**config.mk**
```make
export PLATFORM = sky130hd
export DESIGN_NAME = sha_word_window_flat
export DESIGN_NICKNAME = d
export VERILOG_FILES = /design/src/rtl/sha_word_window_if.sv /design/src/rtl/sha_word_window.sv /design/src/flat_wrapper.sv
export SDC_FILE = /design/constraint.sdc
export NUM_CORES = 2
export LEC_CHECK = 0
export CAP_MARGIN = 20
export CORE_AREA = 5 5 366 368
export DETAILED_ROUTE_END_ITERATION = 10
export DIE_AREA = 0 0 371 373
export HOLD_SLACK_MARGIN = 0.02
export PLACE_DENSITY_LB_ADDON = 0.08
export SLEW_MARGIN = 20
export SYNTH_ARGS = -nofsm -noshare
export SYNTH_HDL_FRONTEND = slang
export SYNTH_SLANG_ARGS = --single-unit
export TNS_END_PERCENT = 100
```
**constraint.sdc**
```tcl
create_clock -name CLK -period 4 [get_ports CLK]
set_input_delay 0.8 -clock CLK [delete_from_list [all_inputs] [get_ports CLK]]
set_output_delay 0.8 -clock CLK [all_outputs]
set_load 0.05 [all_outputs]
```
**src/rtl/sha_word_window_if.sv**
```systemverilog
// sha_word_window_if: push handshake bundle (valid/ready plus one word per lane).
interface sha_word_window_if #(
    parameter int WIDTH = 32,
    parameter int LANES = 3
);
    logic                   in_valid;
    logic                   in_ready;
    logic [LANES*WIDTH-1:0] in_data;
    modport master (output in_valid, output in_data, input in_ready);
    modport slave (input in_valid, input in_data, output in_ready);
endinterface

```
**src/rtl/sha_word_window.sv**
```systemverilog
// sha_word_window: per-lane shifting word window with registered tap read.
// Optional per-word even parity with SHA_WIN_PARITY_EN.
module sha_word_window #(
    parameter int WIDTH = 32,
    parameter int LANES = 3,
    parameter int DEPTH = 16
) (
    input  logic                       CLK,
    input  logic                       RST,
    input  logic                       clear,
    input  logic                       freeze,
    sha_word_window_if.slave           bus,
    input  logic [$clog2(DEPTH)-1:0]   rd_idx,
    output logic [LANES*WIDTH-1:0]     rd_data,
    output logic [$clog2(DEPTH+1)-1:0] fill_cnt,
    output logic                       full
`ifdef SHA_WIN_PARITY_EN
    ,
    output logic [LANES-1:0]           parity_err
`endif
);
    localparam int CW = $clog2(DEPTH + 1);
    typedef enum logic [1:0] {EMPTY, FILL, FULL} state_t;
    state_t state_q, state_d;
    logic [CW-1:0] cnt_q, cnt_d;
    logic full_d, push, rd_ok;
    logic [WIDTH-1:0] taps [LANES][DEPTH];
    logic [WIDTH-1:0] tap_d [LANES][DEPTH];
    logic [LANES*WIDTH-1:0] rd_d;
    assign bus.in_ready = !freeze && !clear;
    assign push = bus.in_valid && bus.in_ready;
    assign fill_cnt = cnt_q;
    assign cnt_d = clear ? '0 : (push && state_q != FULL) ? cnt_q + CW'(1) : cnt_q;
    // Reads see the post-update window so a push and its readback share one edge.
    assign rd_ok = CW'(rd_idx) < cnt_d;

    always_ff @(posedge CLK) begin
        if (RST) begin
            state_q <= EMPTY;
            cnt_q   <= '0;
            full    <= 1'b0;
        end else begin
            state_q <= state_d;
            cnt_q   <= cnt_d;
            full    <= full_d;
        end
    end

    always_comb begin
        state_d = state_q;
        if (clear)
            state_d = EMPTY;
        else if (push)
            state_d = (state_q == FULL || cnt_q == CW'(DEPTH - 1)) ? FULL : FILL;
    end

    always_comb begin
        full_d = state_d == FULL;
    end

    for (genvar k = 0; k < LANES; k++) begin : g_lane
        for (genvar d = 0; d < DEPTH; d++) begin : g_tap
            if (d == 0) begin : g_head
                assign tap_d[k][d] = clear ? '0 : push ? bus.in_data[k*WIDTH +: WIDTH] : taps[k][d];
            end else begin : g_body
                assign tap_d[k][d] = clear ? '0 : push ? taps[k][d-1] : taps[k][d];
            end
        end
        assign rd_d[k*WIDTH +: WIDTH] = rd_ok ? tap_d[k][rd_idx] : '0;
    end

    always_ff @(posedge CLK) begin
        if (RST) begin
            taps    <= '{default: '0};
            rd_data <= '0;
        end else begin
            taps    <= tap_d;
            rd_data <= rd_d;
        end
    end

`ifdef SHA_WIN_PARITY_EN
    logic par [LANES][DEPTH];
    logic par_d [LANES][DEPTH];
    logic [LANES-1:0] perr_d;
    for (genvar k = 0; k < LANES; k++) begin : g_plane
        for (genvar d = 0; d < DEPTH; d++) begin : g_ptap
            if (d == 0) begin : g_head
                assign par_d[k][d] = clear ? 1'b0 : push ? ^bus.in_data[k*WIDTH +: WIDTH] : par[k][d];
            end else begin : g_body
                assign par_d[k][d] = clear ? 1'b0 : push ? par[k][d-1] : par[k][d];
            end
        end
        assign perr_d[k] = rd_ok && ((^tap_d[k][rd_idx]) != par_d[k][rd_idx]);
    end

    always_ff @(posedge CLK) begin
        if (RST) begin
            par        <= '{default: 1'b0};
            parity_err <= '0;
        end else begin
            par        <= par_d;
            parity_err <= perr_d;
        end
    end
`endif
endmodule
```
**src/flat_wrapper.sv**
```systemverilog
// flat-port wrapper written by rule: the top's interface ports become plain ports
module sha_word_window_flat 
#(
    parameter int WIDTH = 32,
    parameter int LANES = 3,
    parameter int DEPTH = 16
)
  (CLK, RST, clear, freeze, rd_idx, rd_data, fill_cnt, full, bus_in_valid, bus_in_data, bus_in_ready);
  sha_word_window_if #(.WIDTH(WIDTH), .LANES(LANES)) bus_i ();
  input  logic CLK;
  input  logic RST;
  input  logic clear;
  input  logic freeze;
  input  logic [$clog2(DEPTH)-1:0] rd_idx;
  output logic [LANES*WIDTH-1:0] rd_data;
  output logic [$clog2(DEPTH+1)-1:0] fill_cnt;
  output logic full;
  input wire logic [$bits(bus_i.in_valid)-1:0] bus_in_valid;
  input wire logic [$bits(bus_i.in_data)-1:0] bus_in_data;
  output wire logic [$bits(bus_i.in_ready)-1:0] bus_in_ready;
  assign bus_i.in_valid = bus_in_valid;
  assign bus_i.in_data = bus_in_data;
  assign bus_in_ready = bus_i.in_ready;
  sha_word_window #(.WIDTH(WIDTH), .LANES(LANES), .DEPTH(DEPTH)) u_core (.CLK(CLK), .RST(RST), .clear(clear), .freeze(freeze), .bus(bus_i), .rd_idx(rd_idx), .rd_data(rd_data), .fill_cnt(fill_cnt), .full(full));
endmodule
```
==> flow_metrics.py <==
metrics = {
    "global_routing": {
        "grt.overflow.total": 0,
        "grt_pass1_wl_um": 356000,
        "antenna_found_initial": 3,
        "grt_usage": 0.319,
        "grt_pass1_vias": 61905,
        "grt_start_max_net_pins": 189,
    },
    "yosys": {
        "avgSynthCellArea_um2": 8.40,
        "async_flop_share": 0,
        "ys_seq_elements": 1640,
        "synth_top_flop_cell": "dfxtp_1",
        "netlist_instances": 8607,
        "syn-num-nets": 8717,
        "netlist_area_um2": 72300,
        "synth_cell_types": 60,
        "yosysWarnings": 0,
        "synth_edf_count": 0,
        "ys_seq_area_frac": 0.454,
    },
    "drt": {
        "ant_nets": 0,
        "wl_um": 231000,
        "first_iter_violations": 6661,
        "first_pass_iters": 6,
        "num_vias": 65355,
        "wl_per_cell_um": 22.2,
        "drc": 0,
        "via_per_inst": 6.31,
    },
    "sta": {
        "slew_violations": 0,
        "clock-skew-final_ns": 0.0255,
        "tns_ns": 0,
        "relSlewSlack": 0.238,
        "tightest_slew_ns": 1.14,
        "finalSetupViolations": 0,
        "clock.fmax_ghz": 0.268,
        "hold_viol": 0,
        "finalCritPeriodShare": 0.934,
        "period_needed_ns": 3.74,
        "grt_setup_unrepaired": "no",
    },
    "power_and_ir_drop": {
        "clockPowerShare": 0.456,
        "internal_power_uw": 27200,
        "ir_drop_v": 0.000462,
        "seqPwrFrac": 0.455,
        "comb_power_share": 0.089,
        "leakagePower_uw": 0.0333,
        "switching_share": 0.248,
        "powerDensity_nw_per_um2": 438,
        "p_sw_uw": 8970,
    },
    "place": {
        "dp_hpwl_um": 137000,
        "gp_congestion": 0.850,
        "io_buffers": 207,
        "dp.cells": 10045,
    },
    "worst_setup_path": {
        "endpoint_kind": "flop",
        "cp-startpoint": "bus_in_valid",
        "worstPathArrival_ns": 4.45,
        "cp_max_fo": 6,
        "crit_path_frequent_cell": "nand2_1",
        "ff2ff_path_depth": 14,
        "crit_path_start_kind": "input port",
        "cpMaxStageDelayCell": "clkdlybuf4s50_1",
        "worstPathCellList": "clkdlybuf4s50_1, or3b_4, nor2_2, nand2_1, xor2_1, or2_2, ha_1, a2111oi_2, nand2_1, a21o_1, a31oi_1, buf_4, nand2_1, buf_4, o22ai_1",
        "r2r-end": "u_core.rd_data[62]$_SDFF_PP0_",
        "r2r-start": "u_core.state_q[1]$_SDFF_PP0_",
        "ff2ff_setup_slack_ns": 0.59,
        "critPathMaxStageDelay_ns": 0.47,
        "required_ns": 4.72,
        "crit_type": "in -> reg",
    },
    "floorplan": {
        "dieArea_um2": 138000,
        "row_count": 133,
        "core-area_um2": 130000,
        "io-pin-count": 208,
        "dieHeight_um": 373,
        "start_util": 0.554,
        "die_x_um": 371,
    },
    "clock_network": {
        "clock-sinks": 1640,
        "cts_root_buf": "clkbuf_16",
        "cts_buffers": 174,
        "clock_latency_ns": 0.80,
        "cts-hold-fix-buffers": 0,
        "cts_setup_buffers": 0,
        "cts_tree": "built",
        "clockBufferDepth": 3,
        "h-tree-depth": 4,
        "clk_pin_slew_ns": 0.06,
        "post_cts_resized": 0,
    },
    "cells_and_area": {
        "finalNonFillerCells": 10364,
        "nFillCells": 11259,
        "area_growth_pct": 14.2,
        "layout.nets": 8576,
        "layout-drive-gt1-share": 0.0842,
        "antennaDiodeCount": 0,
    },
    "min_path": {
        "holdPathEnd": "u_core.taps[1183]$_SDFF_PP0_",
        "hold_depth": 2,
        "min_path_type": "in -> reg",
        "hold_path.startpoint": "RST",
    },
    "run": {
        "maxCapViolCount": 0,
    },
    "run_status": {
        "outcome": "complete, no violations",
    },
}
-- power by group through the flow --
stage                     combinational [uW]  sequential [uW]  clock (uW)
after global placement                  3150            16800           0
final                                   3220            16400       16500
after CTS                               3170            16400       16700
after global routing                    3370            16400       17400
after detailed placement                3160            16800           0
after floorplan                         1790            16900           0
-- registers in the layout, summed over array words and instances (netlist names) --
signal           flops
u_core.fill_cnt      5
u_core.full          1
u_core.rd_data      96
u_core.state_q       2
u_core.taps       1536
-- area by class of cell --
type	instances	area, um^2	share of cell area
multi-input combinational	6145	36300	0.439
sequential	1640	32800	0.398
clock inverter	45	485	0.00588
timing repair buffer	498	5310	0.0643
tap	1755	2200	0.0266
inverter	7	42.5	0.000516
clock buffer	274	5390	0.0653
-- cells in the final DEF, fill, tap and decap left out, drive strengths merged, types with 96 or more instances in the layout --
| cell type | count |
|---|---|
| nor3 | 120 |
| clkbuf | 274 |
| nand2 | 908 |
| o22ai | 277 |
| dfxtp | 1640 |
| and3 | 483 |
| mux2 | 96 |
| a22oi | 246 |
| buf | 296 |
| clkdlybuf4s50 | 202 |
| a221oi | 128 |
| o221ai | 102 |
| o21ai | 180 |
| mux2i | 843 |
| a31oi | 136 |
| nor2 | 1459 |
| a21oi | 870 |
-- logic make-up (layout without fill, tap and decap cells) --
group,after synthesis,in the layout,share of synthesized area
and+or+nand+nor,3069,3069,0.181
muxes,943,943,0.133
xor gates and xnor gates,4,4,0.000485
buffers and inverters,822,824,0.0468
AOI/OAI and AO/OA,2124,2124,0.183
DFF,1640,1640,0.454
adders and majority gates,5,5,0.000866
-- worst max-delay path: cells and delay by family --
family / cells / cell delay [ns]
fa+ha+maj: 1 / 0.31
buf+inv: 3 / 0.93
simple gates: 6 / 1.27
xor+xnor: 1 / 0.14
compound gates: 4 / 0.99
-- worst max-delay path by stage --
| stage | endpoint | slack [ns] | cells past startpoint |
|---|---|---|---|
| global route | u_core.rd_data[72]$_SDFF_PP0_ | 0.17 | 14 |
| detailed placement | u_core.rd_data[32]$_SDFF_PP0_ | -0.49 | 15 |
| global placement | u_core.rd_data[32]$_SDFF_PP0_ | -0.58 | 15 |
| CTS | u_core.rd_data[32]$_SDFF_PP0_ | 0.35 | 15 |
| floorplan | u_core.rd_data[91]$_SDFF_PP0_ | 0.02 | 15 |
| finish | u_core.rd_data[62]$_SDFF_PP0_ | 0.26 | 15 |
-- metal layers --
| layer | track usage | part of all wire |
|---|---|---|
| met1 | 0.417 | 0.42 |
| met2 | 0.524 | 0.46 |
| met3 | 0.0495 | 0.076 |
| met4 | 0.139 | 0.046 |
| met5 | 0 | 0.00012 |
-- synth_stat cells (3+ instances only) --
master        n  share of area
a211oi_1     58         0.0060
a21oi_1     870          0.060
a221o_1       7        0.00097
a221oi_1    128          0.016
a222oi_1      4        0.00055
a22o_1        4        0.00048
a22oi_1     246          0.026
a31oi_1     136          0.012
a32oi_1      11         0.0013
and2_0        3        0.00026
and3_1      483          0.042
buf_1        43         0.0022
buf_2       160          0.011
buf_4        26         0.0027
clkbuf_1    586          0.030
dfxtp_1    1640           0.45
ha_1          5        0.00087
inv_1         3        0.00016
mux2_2       96          0.015
mux2i_1     843           0.12
mux4_2        4         0.0012
nand2_1     908          0.047
nand2b_1      7        0.00061
nand3_1      28         0.0019
nand4_1      14         0.0012
nor2_1     1459          0.076
nor2b_1      13         0.0011
nor3_1      120         0.0083
nor3b_1       4        0.00042
o2111ai_1     6        0.00073
o21ai_0     179          0.012
o221ai_1    102          0.012
o22a_1       20         0.0024
o22ai_1     277          0.024
o311ai_0      3        0.00036
o31a_1        3        0.00036
o31ai_1       8        0.00083
o32ai_1      47         0.0057
or2_2        13         0.0011
or3_1         8        0.00069
xnor2_1       3        0.00036
-- through the flow --
stage / total power [uW] / hold slack (ns) / instance area [um^2] / util / setup slack (ns)
2_1_floorplan: 18700 / 0.436 / 72300 / - / 0.0152
3_3_place_gp: 19900 / 0.442 / 76600 / 0.587 / -0.577
3_5_place_dp: 20000 / 0.451 / 76600 / 0.587 / -0.493
4_1_cts: 36300 / 0.374 / 82500 / 0.632 / 0.346
5_1_grt: 37200 / 0.413 / 82500 / 0.632 / 0.167
6_report: 36100 / 0.427 / 82500 / 0.632 / 0.263
Power figures use the tool's default switching activity.
